## src/rtl/phys_reg_free_arbiter.sv

```systemverilog
// Merges ROB-commit and revert frees into one free-list enqueue port via a small FIFO.
// Ports: CLK/RST, commit/revert free handshakes, rename gating, prfl_* free-list side, drain/err status.
module phys_reg_free_arbiter #(
  parameter int TAG_W     = 6,
  parameter int BUF_DEPTH = 4
) (
  input  logic                           CLK,
  input  logic                           RST,
  input  logic                           commit_free_valid,
  input  logic [TAG_W-1:0]               commit_free_tag,
  output logic                           commit_free_ready,
  input  logic                           revert_free_valid,
  input  logic [TAG_W-1:0]               revert_free_tag,
  output logic                           revert_free_ready,
  input  logic                           rename_req_valid,
  output logic                           rename_grant,
  input  logic                           prfl_empty,
  input  logic                           prfl_full,
  output logic                           prfl_dequeue_valid,
  output logic                           prfl_enqueue_valid,
  output logic [TAG_W-1:0]               prfl_enqueue_phys_reg_tag,
  output logic [$clog2(BUF_DEPTH):0]     buf_count,
  input  logic                           drain_req,
  output logic                           drain_done,
  output logic                           err_overflow
);

  localparam int PW = $clog2(BUF_DEPTH);
  localparam int CW = PW + 1;

  logic [TAG_W-1:0] mem [BUF_DEPTH];
  logic [PW-1:0]    head;
  logic [PW-1:0]    tail;
  logic [CW-1:0]    count;
  logic [CW-1:0]    space;
  logic             rev_acc;
  logic             com_acc;
  logic             pop;
  logic             unused;

  assign space = CW'(BUF_DEPTH) - count;

  // Revert wins the last free slot.
  assign revert_free_ready = (space >= CW'(1));
  assign commit_free_ready = (space >= CW'(2)) |
                             ((space == CW'(1)) & ~revert_free_valid);

  assign rev_acc = revert_free_valid & revert_free_ready;
  assign com_acc = commit_free_valid & commit_free_ready;

  assign pop = (count != '0) & ~prfl_full;

  assign prfl_enqueue_valid        = pop;
  assign prfl_enqueue_phys_reg_tag = mem[head];
  assign buf_count                 = count;

  assign rename_grant       = rename_req_valid & ~prfl_empty;
  assign prfl_dequeue_valid = rename_grant;

  // drain_req only qualifies the handshake on the restore side.
  assign drain_done = (count == '0) & ~commit_free_valid & ~revert_free_valid;
  assign unused     = drain_req;

  // Storage is not reset; head/tail/count define what is valid.
  always_ff @(posedge CLK) begin
    if (rev_acc)
      mem[tail] <= revert_free_tag;
    if (com_acc)
      mem[tail + PW'(rev_acc)] <= commit_free_tag;
  end

  always_ff @(posedge CLK) begin
    if (RST) begin
      head         <= '0;
      tail         <= '0;
      count        <= '0;
      err_overflow <= 1'b0;
    end else begin
      tail  <= tail + PW'(rev_acc) + PW'(com_acc);
      head  <= head + PW'(pop);
      count <= count + CW'(rev_acc) + CW'(com_acc) - CW'(pop);
      // Frees backing up against a full list means a double free somewhere.
      if (prfl_full && (count != '0))
        err_overflow <= 1'b1;
    end
  end

endmodule

```

## config.mk

```make
export PLATFORM = sky130hd
export DESIGN_NAME = phys_reg_free_arbiter
export DESIGN_NICKNAME = d
export VERILOG_FILES = /design/src/rtl/phys_reg_free_arbiter.sv
export SDC_FILE = /design/constraint.sdc
export NUM_CORES = 1
export LEC_CHECK = 0
export CORE_UTILIZATION = 40
export CTS_CLUSTER_SIZE = 24
export DETAILED_ROUTE_END_ITERATION = 7
export PLACE_DENSITY = 0.67
export SLEW_MARGIN = 20
export SYNTH_ARGS = -nofsm -noshare
export SYNTH_HDL_FRONTEND = slang
export SYNTH_SLANG_ARGS = --single-unit
export TNS_END_PERCENT = 10
```

## constraint.sdc

```tcl
create_clock -name CLK -period 3.3 [get_ports CLK]
set_clock_uncertainty 0.15 [all_clocks]
set_input_delay 0.66 -clock CLK [delete_from_list [all_inputs] [get_ports CLK]]
set_output_delay 0.66 -clock CLK [all_outputs]
set_load 0.05 [all_outputs]
```

==> metrics.md, run 1 <==
| Metric | Value |
|---|---|
| Status | completed |
| Synth Warn # | 0 |
| Post-synth cell types | 26 |
| ANT nets after route | 0 |
| Row cnt | 23 |
| P_sw | 1.045 mW |
| Switching Fraction | 43.07% |
| Final #Nets | 194 |
| Initial Util | 43.27% |
| Worst Max-Slew Pin Slew | 0.5583 ns |
| Max Cap Viol | 0 |
| Grt ovf | 0 |
| Core box area | 4144 um^2 |
| Clk Latency, worst-skew pair | 0.28 ns |
| Routed len/inst | 16.41 um |
| DIE AREA | 4754 um^2 |
| Final setup viols | 0 |
| EDFF count, synth | 24 |
| Endpoints failing hold | 0 |
| R2R depth | 10 |
| CTS H-tree lvls | 2 |
| Worst min path class | reg -> reg |
| Cell Pwr Density | 1034 nW/um^2 |
| Crit-path max FO | 7 |
| Main synth FF type | edfxtp_1 |
| Vias in the first global route | 1149 |
| Post-CTS Hold Fix Bufs | 0 |
| Antenna Cells | 0 |
| Die Y | 68.95 um |
| Reg clk slew, reported paths | 0.06 ns |
| Clk buf depth | 2 |
| Syn Std Cell Area | 1793 um^2 |
| First-pass GRT wire length | 5664 um |
| First-pass DRT Iterations | 4 |
| Clock sinks | 32 |
| VDD IR max | 0.0005430 V |
| Post-Synthesis Cells | 122 |
| Sequential area share after synthesis | 49.13% |
| PortBufs | 34 |
| Initial antenna violation count | 0 |
| CTS tree | done |
| Startpoint Class | flip-flop |
| FF-to-FF Start | buf_count[0] |
| Average cell area after synthesis | 14.70 um^2 |
| Unrepaired setup endpoints after global routing | no |
| Hold Startpoint | err_overflow |
| Yosys reg bits | 32 |
| Seq pwr share | 28.8% |
| Critical Path AT | 3.00 ns |
| Total Routing Usage GR | 16.84% |
| Hold endpoint | err_overflow |
| 1st-iter DRT viols | 80 |
| Post-synth ARST share | 0% |
| Vias per inst | 5.242 |
| Area grow syn2layout | 30.98% |
| Clock share of power | 11.8% |
| Internal reg-to-reg setup slack | 0.17 ns |
| Max Fclk | 0.3199 GHz |
| Count of final max-slew check failures | 0 |
| Relative slew slack | 62.69% |
| Critical R2R Capture | mem[1][5] |
| Final core occ | 56.67% |
| Total number of vias | 1127 |
| Mapped Nets | 152 |
| Die W | 68.95 um |
| Proportion of layout cells with a drive suffix above 1 | 33.33% |
| Placed Cells incl. Taps | 207 |
| Leak | 0.8375 nW |
| DP HPWL | 2590 um |
| Largest net degree at the start of global routing | 11 |
| Internal power | 1.382 mW |
| Total CTS buffers | 5 |
| DRC Markers | 0 |
| Share of power burned in combinational logic | 59.4% |
| Gpl congestion | 0.7678 |
| Kind of critical path | reg -> reg |
| Non-filler instance count after layout | 215 |
| Post-layout minimum cycle time | 3.126 ns |
| Clock root buffer master | clkbuf_8 |
| Routed wire length | 3529 um |
| CP required | 3.17 ns |
| IO Count | 36 |
| CP endpoint kind | flip-flop |
| Tcrit/Tclk final | 94.73% |
| Hold Path Stages | 2 |
| Fin Hold WS | 0.3268 ns |
cells in the mapped netlist (3+ instances only):
master / number / area, um^2
dfxtp_1: 8 / 160.2
nor2b_1: 6 / 37.54
clkbuf_1: 3 / 11.26
mux2_2: 19 / 214.0
xnor2_1: 5 / 43.79
mux2_1: 5 / 56.30
o311ai_4: 4 / 105.1
edfxtp_1: 24 / 720.7
nor2_1: 6 / 22.52
inv_1: 8 / 30.03
ha_1: 8 / 100.1
mux4_2: 6 / 135.1
critical path: stages, from the launching register on:
cell and delay [ns]:
dfxtp_2 0.37, inv_1 0.09, ha_1 0.21, ha_1 0.29, or4b_4 0.48, nand2_2 0.09, inv_1 0.04, ha_2 0.34
and2_1 0.23, o311ai_4 0.22, mux2_1 0.37
cells by family after synthesis:
kind of cell / synth area share (%)
DFF: 49.13
muxes: 22.61
and+or+nand+nor: 6.281
buffers and inverters: 3.280
adders and majority gates: 7.816
AOI/OAI and AO/OA: 7.536
xor gates and xnor gates: 3.350
power by group through the flow:
stage / clock network (mW) / logic, mW / registers (mW)
finish: 0.286 / 1.44 / 0.699
global route: 0.307 / 1.55 / 0.719
CTS: 0.288 / 1.45 / 0.702
detailed placement: 0 / 1.44 / 0.708
global placement: 0 / 1.43 / 0.702
floorplan: 0 / 0.979 / 0.729
through the flow:
step	setup slack (ns)	total power, mW	instance area, um^2	TNS (ns)
floorplan	-0.08427	1.708	1817	-1.985
CTS	0.04181	2.442	2330	0
finish	0.1739	2.427	2349	0
global route	0.02354	2.579	2349	0
detailed placement	0.1208	2.152	2248	0
global placement	0.1566	2.128	2248	0
layout make-up:
| type | count | area [um^2] |
|---|---|---|
| flip-flops and latches | 32 | 883.3 |
| clock inverters | 1 | 5.005 |
| multi-input cells | 76 | 890.9 |
| repair buffers | 41 | 400.4 |
| well taps | 50 | 62.56 |
| fillers | 356 | 1795 |
| clock buffers | 7 | 76.32 |
| inverters | 8 | 30.03 |
worst max-delay path by stage:
stage | start | endpoint | slack, ns | cells past startpoint
3_5_place_dp | buf_count[0] | mem[2][2] | 0.12 | 11
2_1_floorplan | buf_count[0] | mem[2][0] | -0.08 | 10
6_report | buf_count[0] | mem[1][5] | 0.17 | 10
5_1_grt | buf_count[0] | buf_count[1] | 0.02 | 11
3_3_place_gp | buf_count[0] | mem[2][2] | 0.16 | 11
4_1_cts | buf_count[0] | revert_free_ready | 0.04 | 5
what timing repair did:
action / in CTS / in global routing
gates resized for setup: 0 / 4
setup endpoints to repair: 0 / 22
buffers inserted: 0 / 0
routing by layer:
| layer | up-vias | track usage [%] | routed length [um] |
|---|---|---|---|
| met3 | 8 | 4.605 | 180 |
| li1 | 536 | - | - |
| met4 | 0 | 6.633 | 71 |
| met1 | 546 | 19.28 | 1450 |
| met5 | - | 0 | 0 |
| met2 | 37 | 29.49 | 1827 |
placed cells by master (no fill, tap or decap), types with 2 or more instances in the layout:
cell type        count
buf_4                9
inv_1                8
o31ai_1              2
fa_1                 2
clkbuf_1             2
dfxtp_2              2
edfxtp_1            24
o21ai_2              2
nor2_1               6
nor2b_1              5
ha_1                 7
mux2_1               5
dfxtp_1              6
xnor2_1              4
mux2_2              19
o311ai_4             4
mux4_2               6
clkdlybuf4s50_1     30
and2_1               2
clkbuf_8             5
sequential cells by signal, summed over array words and instances (netlist names):
signal        cells
mem              24
buf_count         3
head              2
tail              2
err_overflow      1
Note: power is estimated with default switching activity, not from simulation.
==> run 2: changes to the inputs <==
CELL_PAD_IN_SITES_DETAIL_PLACEMENT = 0   (was default)
CELL_PAD_IN_SITES_GLOBAL_PLACEMENT = 1   (was default)
CORE_UTILIZATION = 38   (was 40)
HOLD_SLACK_MARGIN = 0.1   (was default)
PLACE_DENSITY = default   (was 0.67)
PLACE_DENSITY_LB_ADDON = 0.1   (was default)
==> run 2 against run 1 <==
The flow now finishes with violations (design-rule violations). Cell count increased by 2.8%. Clock power grew 8.0%. Non-clock buffer count increased by 4. Clock-buffer cell count down 1. Worst setup slack got worse by 0.014 ns. Core utilization decreased by 2.4 points. Register-to-register slack is essentially flat. Final area increased by 2.7%. Combinational power grew 5%. Critical path depth is the same. Total power grew 3.6%. Critical path type unchanged.
==> metrics.md, run 2 (synthesis gave the netlist of run 1 again) <==
| Metric | Value |
|---|---|
| Most used routing layer in global routing | met2 |
| Share of power burned in combinational logic | 59.9% (+0.5 points) |
| Initial Util | 40.34% (-2.9 points) |
| Initial antenna violation count | 0 (unchanged) |
| Worst min path class | reg -> reg |
| # fillers | 391 (+9.8%) |
| Leak | 0.8729 nW (+4.2%) |
| Status | complete, but fails checks |
| Tcrit/Tclk final | 95.15% (+0.42 points) |
| CP endpoint kind | flip-flop |
| CTS H-tree lvls | 2 (unchanged) |
| Switching Fraction | 42.80% (-0.27 points) |
| Crit-path max FO | 7 (unchanged) |
| Endpoints failing hold | 0 (unchanged) |
| ANT nets after route | 0 (unchanged) |
| Clock sinks | 32 (unchanged) |
| Startpoint Class | flip-flop |
| Cell Pwr Density | 1042 nW/um^2 (+0.84%) |
| Max Fclk | 0.3185 GHz (-0.44%) |
| Largest net degree at the start of global routing | 11 (unchanged) |
| Clk Latency, worst-skew pair | 0.28 ns (about the same) |
| Met2 GRT Util | 29.70% (+0.21 points) |
| Leading cell type in the layout, fill and taps excluded | clkdlybuf4s50_1 |
| Met1 usage in global routing | 20.63% (+1.3 points) |
| Routed len/inst | 17.11 um (+4.2%) |
| Vias per inst | 5.158 (-1.6%) |
| Largest Register | mem |
| Reg clk slew, reported paths | 0.07 ns (about the same) |
| Placed Cells incl. Taps | 210 (+1.4%) |
| Total number of vias | 1140 (+1.2%) |
| Final core occ | 54.28% (-2.4 points) |
| Worst Max-Slew Pin Slew | 0.5934 ns (+0.03512 ns) |
| Vias in the first global route | 1274 (+11%) |
| Final #Nets | 198 (+2.1%) |
| Violated checks | design-rule violations |
| Final setup viols | 0 (unchanged) |
| Core box area | 4444 um^2 (+7.2%) |
| Relative slew slack | 60.34% (-2.3 points) |
| Max reg flops | 24 (unchanged) |
| Non-filler instance count after layout | 221 (+2.8%) |
| P_sw | 1.076 mW (+2.9%) |
| Total CTS buffers | 5 (unchanged) |
| Area grow syn2layout | 34.54% |
| Antenna Cells | 0 (unchanged) |
| Kind of critical path | reg -> reg |
| Row cnt | 24 (+4.3%) |
| First-pass DRT Iterations | 6 (+2) |
| Post-layout minimum cycle time | 3.140 ns (+0.01386 ns) |
| Setup Total Neg Slack | 0 ns (unchanged) |
| PnR worst setup slack | 0.1601 ns (-0.01386 ns) |
| Routed wire length | 3781 um (+7.1%) |
| Count of final max-slew check failures | 0 (unchanged) |
| Die Y | 70.69 um (+2.5%) |
| Proportion of layout cells with a drive suffix above 1 | 37.28% (+3.9 points) |
| PortBufs | 34 (unchanged) |
| Routing usage on met3 | 4.416% (-0.19 points) |
| Die W | 70.69 um (+2.5%) |
| VDD IR max | 0.0006665 V (+23%) |
| Clock root buffer master | clkbuf_8 |
| First-pass GRT wire length | 6279 um (+11%) |
| Clk buf depth | 2 (unchanged) |
| Internal power | 1.438 mW (+4.1%) |
| Pre-CTS setup slack | 0.02770 ns (-0.09308 ns) |
| DRC Markers | 4 (+4) |
| Most frequent cells in the layout | clkdlybuf4s50_1 (30), edfxtp_1 (24), mux2_2 (19), buf_4 (13), inv_1 (8) |
| Clock share of power | 12.3% (+0.5 points) |
| Seq pwr share | 27.8% (-1.0 points) |
| DP HPWL | 2773 um (+7.1%) |
| Total Routing Usage GR | 17.02% (+0.18 points) |
| DIE AREA | 4997 um^2 (+5.1%) |
| 1st-iter DRT viols | 41 (-49%) |
| Grt ovf | 0 (unchanged) |
| IO Count | 36 (unchanged) |
| Critical Path AT | 3.01 ns (about the same) |
| CTS tree | done |
| Max Cap Viol | 0 (unchanged) |
| Gpl congestion | 0.7735 (+0.74%) |
| Unrepaired setup endpoints after global routing | no |
| CP required | 3.17 ns (about the same) |
-- run 2: stage by stage --
| stage | cell area [um^2] | hold WS [ns] | power [mW] |
|---|---|---|---|
| global placement | 2258 | 0.3029 | 2.156 |
| finish | 2412 | 0.3375 | 2.514 |
| floorplan | 1817 | 0.3950 | 1.708 |
| CTS | 2351 | 0.3398 | 2.502 |
| detailed placement | 2258 | 0.3231 | 2.182 |
| global route | 2412 | 0.4046 | 2.673 |
-- run 2: timing repair --
item,CTS,global route
resized for setup,0,9
hold buffers,0,0
buffers inserted,0,3
setup endpoints to repair,0,49
-- run 2: layer usage --
layer | part of all wire (%) | vias to the layer above
met5 | 0 | -
met4 | 0.45 | 0
met3 | 3.5 | 2
met2 | 53 | 24
met1 | 43 | 567
li1 | - | 547
-- run 2: cell type report --
class | count | area [um^2] | share of cell area [%]
Clock inverter | 2 | 10.01 | 0.4149
Clock buffer | 6 | 82.58 | 3.423
Sequential cell | 32 | 883.3 | 36.62
Multi-Input combinational cell | 76 | 910.9 | 37.76
Timing Repair Buffer | 45 | 430.4 | 17.84
Inverter | 8 | 30.03 | 1.245
Tap cell | 52 | 65.06 | 2.697
-- run 2: critical path, cell delays in order (launching register included) --
cell      delay, ns
dfxtp_2        0.35
inv_1          0.09
ha_1           0.21
ha_1           0.29
or4b_4         0.49
nand2_2        0.14
inv_1          0.06
ha_2           0.36
and2_4         0.18
o311ai_4       0.20
mux2_1         0.38
-- run 2: path summary, 6_finish.rpt --
kind             endpoint  slack, ns  cells after the start         start
max reg2reg     mem[1][4]       0.16                     10  buf_count[0]
min reg2reg  err_overflow       0.34                      2  err_overflow
min          err_overflow       0.34                      2  err_overflow
max             mem[1][4]       0.16                     10  buf_count[0]
-- run 2: power by group through the flow --
stage	Combinational (mW)	Sequential, mW	Clock (mW)
floorplan	0.979	0.729	0
global placement	1.45	0.704	0
detailed placement	1.47	0.710	0
CTS	1.48	0.701	0.322
global route	1.61	0.718	0.342
finish	1.51	0.700	0.309
